## src/rtl/icecube_pkg.sv

```systemverilog
// Shared types for the matrix link: frame size, byte type, receive states.
package icecube_pkg;

    localparam int MAT_BYTES = 9;

    typedef logic [7:0] byte_t;

    typedef enum logic {
        RX_IDLE = 1'b0,
        RX_FILL = 1'b1
    } rx_state_t;

endpackage

```

## src/rtl/rx_idle_timer.sv

```systemverilog
// Idle timer for a partial frame: cleared on activity, counts idle clocks,
// flags expiry on the last allowed idle clock. Saturates instead of wrapping.
module rx_idle_timer #(
    parameter int TIMEOUT_CYCLES = 1000
) (
    input  logic i_clk,
    input  logic i_rst,
    input  logic clear,
    input  logic enable,
    output logic expire
);

    localparam int TW = $clog2(TIMEOUT_CYCLES + 1);
    localparam logic [TW-1:0] LAST = TW'(TIMEOUT_CYCLES - 1);
    localparam logic [TW-1:0] MAX  = TW'(TIMEOUT_CYCLES);

    logic [TW-1:0] timer;

    // Count idle clocks; clear has priority, hold at MAX so it never wraps.
    always_ff @(posedge i_clk) begin
        if (i_rst || clear) begin
            timer <= '0;
        end else if (enable && timer != MAX) begin
            timer <= timer + 1'b1;
        end
    end

    assign expire = enable && (timer == LAST);

endmodule

```

## src/rtl/rx_buffer.sv

```systemverilog
// Collects UART bytes into a shadow frame and commits the complete frame to
// o_mat in one edge, so downstream logic never sees a half-written matrix.
// Partial frames are dropped on flush or on an idle timeout.
module rx_buffer
    import icecube_pkg::*;
#(
    parameter int N_BYTES        = MAT_BYTES,
    parameter int TIMEOUT_CYCLES = 1000
) (
    input  logic                  i_clk,
    input  logic                  i_rst,
    input  byte_t                 i_data,
    input  logic                  i_valid,
    input  logic                  i_flush,
    output byte_t [N_BYTES-1:0]   o_mat,
    output logic                  o_done,
    output logic                  o_busy,
    output logic                  o_timeout
);

    localparam int CW = $clog2(N_BYTES + 1);

    rx_state_t            state;
    logic [CW-1:0]        count;
    byte_t [N_BYTES-1:0]  shadow;
    byte_t [N_BYTES-1:0]  mat_next;
    logic                 last_byte;
    logic                 tmr_clear;
    logic                 tmr_enable;
    logic                 expire;

    // In IDLE count is 0, so N_BYTES == 1 commits straight from IDLE.
    assign last_byte  = (count == CW'(N_BYTES - 1));
    assign tmr_clear  = (state != RX_FILL) || i_valid || i_flush;
    assign tmr_enable = (state == RX_FILL) && !i_valid;
    assign o_busy     = (state == RX_FILL);

    generate
        if (TIMEOUT_CYCLES > 0) begin : g_timer
            rx_idle_timer #(.TIMEOUT_CYCLES(TIMEOUT_CYCLES)) u_timer (
                .i_clk  (i_clk),
                .i_rst  (i_rst),
                .clear  (tmr_clear),
                .enable (tmr_enable),
                .expire (expire)
            );
        end else begin : g_no_timer
            assign expire = 1'b0;
        end
    endgenerate

    // Frame to commit: bytes already held plus the byte arriving now.
    always_comb begin
        mat_next            = shadow;
        mat_next[N_BYTES-1] = i_data;
    end

    // Receive FSM: flush beats a byte, a byte beats the timeout.
    always_ff @(posedge i_clk) begin
        if (i_rst) begin
            state     <= RX_IDLE;
            count     <= '0;
            shadow    <= '0;
            o_mat     <= '0;
            o_done    <= 1'b0;
            o_timeout <= 1'b0;
        end else begin
            o_done    <= 1'b0;
            o_timeout <= 1'b0;
            if (i_flush) begin
                state <= RX_IDLE;
                count <= '0;
            end else if (i_valid) begin
                if (last_byte) begin
                    o_mat  <= mat_next;
                    o_done <= 1'b1;
                    count  <= '0;
                    state  <= RX_IDLE;
                end else begin
                    for (int i = 0; i < N_BYTES; i++) begin
                        if (count == CW'(i)) shadow[i] <= i_data;
                    end
                    count <= count + 1'b1;
                    state <= RX_FILL;
                end
            end else if (expire) begin
                state     <= RX_IDLE;
                count     <= '0;
                o_timeout <= 1'b1;
            end
        end
    end

endmodule

```

## config.mk

```make
export PLATFORM = sky130hd
export DESIGN_NAME = rx_buffer
export DESIGN_NICKNAME = d
export VERILOG_FILES = /design/src/rtl/icecube_pkg.sv /design/src/rtl/rx_idle_timer.sv /design/src/rtl/rx_buffer.sv
export SDC_FILE = /design/constraint.sdc
export NUM_CORES = 1
export LEC_CHECK = 0
export CORE_ASPECT_RATIO = 0.5
export CORE_MARGIN = 4
export CORE_UTILIZATION = 50
export DETAILED_ROUTE_END_ITERATION = 8
export HOLD_SLACK_MARGIN = 0.08
export MAX_ROUTING_LAYER = met4
export PLACE_DENSITY = 0.86
export SYNTH_ARGS = -nofsm -noshare
export SYNTH_HDL_FRONTEND = slang
export SYNTH_SLANG_ARGS = --single-unit
```

## constraint.sdc

```tcl
create_clock -name i_clk -period 2.5 [get_ports i_clk]
set_clock_uncertainty 0.2 [all_clocks]
set_input_delay 0.625 -clock i_clk [delete_from_list [all_inputs] [get_ports i_clk]]
set_output_delay 0.625 -clock i_clk [all_outputs]
set_load 0.01 [all_outputs]
```

==> impl_metrics.json <==
{
  "status": "completed",
  "holdBufCountCts": 0,
  "hold_viol_final": 0,
  "synthFlopType": "dfxtp_1",
  "grt_pass1_vias": 4623,
  "min_to": "o_mat[64]",
  "tightest_slew_ns": 0.6173,
  "die_y_um": 82.71,
  "yosysTopAreaCellShare_pct": 54.88,
  "synth_area_um2": 5582,
  "path_class": "reg -> reg",
  "path_cells": "inv_1, ha_1, nand3b_1, or3b_2, buf_12, nand2_1, a21oi_1",
  "synth.avg_cell_area_um2": 7.940,
  "clockBufferDepth": 2,
  "crit_path_end_kind": "register",
  "grt-ovfl-total": 0,
  "clkSinkCount": 153,
  "grt_usage_pct": 22.04,
  "hold_path_class": "in -> reg",
  "die_w_um": 157.4,
  "required_ns": 2.58,
  "synth_edf_count": 0,
  "routed_wl_um": 13770,
  "cp_slowest_cell": "or3b_2",
  "crit_fanout": 30,
  "period_minus_slack_ns": 2.230,
  "drive_gt1_share_pct": 6.650,
  "reg2reg_slack_ns": 0.27,
  "drt_iter0_drc": 375,
  "power_density_nw_per_um2": 728.2,
  "num_vias": 4854,
  "dr.pass1.iters": 5,
  "utilization_pct": 67.72,
  "crit_start": "count[0]",
  "cts_tree": "built",
  "fmaxAchievable_ghz": 0.4484,
  "setup_slack_ns": 0.2698,
  "port_buffers": 86,
  "yosysWarnings": 0,
  "clk_pin_slew_ns": 0.06,
  "initial_core_util_pct": 52.96,
  "crit_cells": 7,
  "cts-root-buf": "clkbuf_16",
  "antenna-diode-count": 0,
  "grt_max_degree": 136,
  "place_hpwl_um": 8458,
  "setup_viol": 0,
  "post_cts_buffers": 0,
  "startpoint_type": "register",
  "yosysMostFrequentCell": "nand2_1",
  "r2r-start": "count[0]",
  "nNetsFinal": 787,
  "gp_congestion": 0.7940,
  "yosys-top-cells-count": "286 x nand2_1, 153 x dfxtp_1, 138 x a21oi_1, 25 x clkbuf_1, 24 x buf_2",
  "leakage_uw": 0.002317,
  "critical_path.top_delay_family": "simple AND/OR/NAND/NOR gates",
  "syn2layout_area_growth_pct": 27.89,
  "placementRows": 26,
  "ys_ff_latch": 153,
  "r2r-end": "o_mat[71]",
  "viasPerCell": 5.265,
  "routedWlPerCell_um": 14.94,
  "postSynth.asyncResetShare_pct": 0,
  "yosysUniqueCellTypes": 34,
  "crit_arrival_ns": 2.31,
  "post-synth-top-area-cell": "dfxtp_1",
  "synth.yosys.seq_area_share_pct": 54.88,
  "cts_resized": 0,
  "peakVddDrop_v": 0.0005143,
  "rr_worst_depth": 7,
  "drc": 0,
  "period_share_pct": 89.21,
  "dieArea_um2": 13020,
  "io_pins": 87,
  "insertion_delay_ns": 0.42,
  "h-tree-depth": 4,
  "syn_nets": 721,
  "netlist_top_cells_area": "dfxtp_1 55%, nand2_1 19%, a21oi_1 12%, buf_2 2.2%, clkbuf_1 1.7%",
  "slowest_delay_ns": 0.56,
  "min-delay-start": "i_rst",
  "ant_nets": 0,
  "grt_pass1_wl_um": 21770,
  "min_path_cells": 2,
  "core-area_um2": 10540,
  "numCtsBuffers": 17,
  "syn_inst": 703,
  "grt_antenna_before_repair": 0,
  "rsz0062_at_grt": "no",
  "report.final.slew_viol_count": 0,
  "slew_headroom_pct": 58.72,
  "path_buf_inv": 2,
  "place_ws_ns": -0.01455,
  "drv_cap": 0
}
==> state kept, by name (all words and copies together) (netlist names) <==
name,count
o_timeout,1
o_mat,72
o_busy,1
mat_next,64
o_done,1
g_timer.u_timer.timer,10
count,4
==> cells by family (layout without fill, tap and decap cells) <==
logic type	after synthesis	in the layout	share of synthesized area, %
xor gates and xnor gates	7	7	1.098
DFF	153	153	54.88
adders and majority gates	6	6	1.345
muxes	1	1	0.1793
buffers and inverters	55	134	4.259
and+or+nand+nor	336	336	24.99
AOI/OAI and AO/OA	145	145	13.25
==> worst max path at each step <==
stage,end,slack (ns)
6_report,o_mat[71],0.27
5_1_grt,o_mat[63],0.18
4_1_cts,o_mat[71],0.28
3_5_place_dp,mat_next[52],-0.01
3_3_place_gp,o_mat[62],0.06
2_1_floorplan,o_mat[15],0.63
==> cell type report <==
class                           instances  area (µm²)
Tap cell                              140       175.2
Inverter                                5       18.77
Timing Repair Buffer                   97       991.0
Multi-Input combinational cell        495        2286
Clock buffer                           21       460.4
Fill cell                             787        3402
Clock inverter                         11       143.9
Sequential cell                       153        3063
==> power breakdown <==
part	internal [µW]	switching [µW]	leakage (µW)
Sequential	2450	7.15	0.00123
Clock	1620	993	0.000285
Combinational	37.4	91.3	0.000798
Total	4110	1090	0.00232
==> metal layers <==
metal / up-vias / GRT usage (%) / wire length, µm
li1: 2413 / - / -
met1: 2261 / 25.73 / 5816
met2: 151 / 36.68 / 6657
met3: 29 / 5.986 / 985
met4: 0 / 9.185 / 312
met5: - / - / 0
==> through the flow <==
| stage | hold WS [ns] | setup TNS (ns) | instances | instance area [µm²] | total power (µW) |
|---|---|---|---|---|---|
| final | 0.2401 | 0 | 922 | 7138 | 5198 |
| after global routing | 0.2309 | 0 | 922 | 7138 | 5336 |
| after CTS | 0.2230 | 0 | 922 | 7138 | 5211 |
| after detailed placement | 0.2457 | -0.03042 | 890 | 6534 | 2633 |
| after global placement | 0.2377 | 0 | 890 | 6534 | 2630 |
| after floorplan | 0.2321 | 0 | 703 | 5582 | 2581 |
==> cell usage in the layout, fill, tap and decap left out, types with 2 or more instances in the layout <==
master / count
clkinv_2: 3
or3_1: 2
or3b_2: 2
o21ai_0: 3
buf_12: 4
and2_1: 8
clkdlybuf4s50_1: 85
dfxtp_1: 153
clkbuf_16: 17
nor4_1: 2
buf_4: 8
nand2b_1: 3
inv_1: 5
bufinv_16: 3
clkinvlp_4: 4
xor2_1: 2
nor2_1: 10
nand2_1: 286
xnor2_1: 5
nand3_1: 7
a21oi_1: 138
clkbuf_1: 2
ha_1: 6
clkbuf_8: 2
nor3_1: 6
Power figures use the tool's default switching activity.
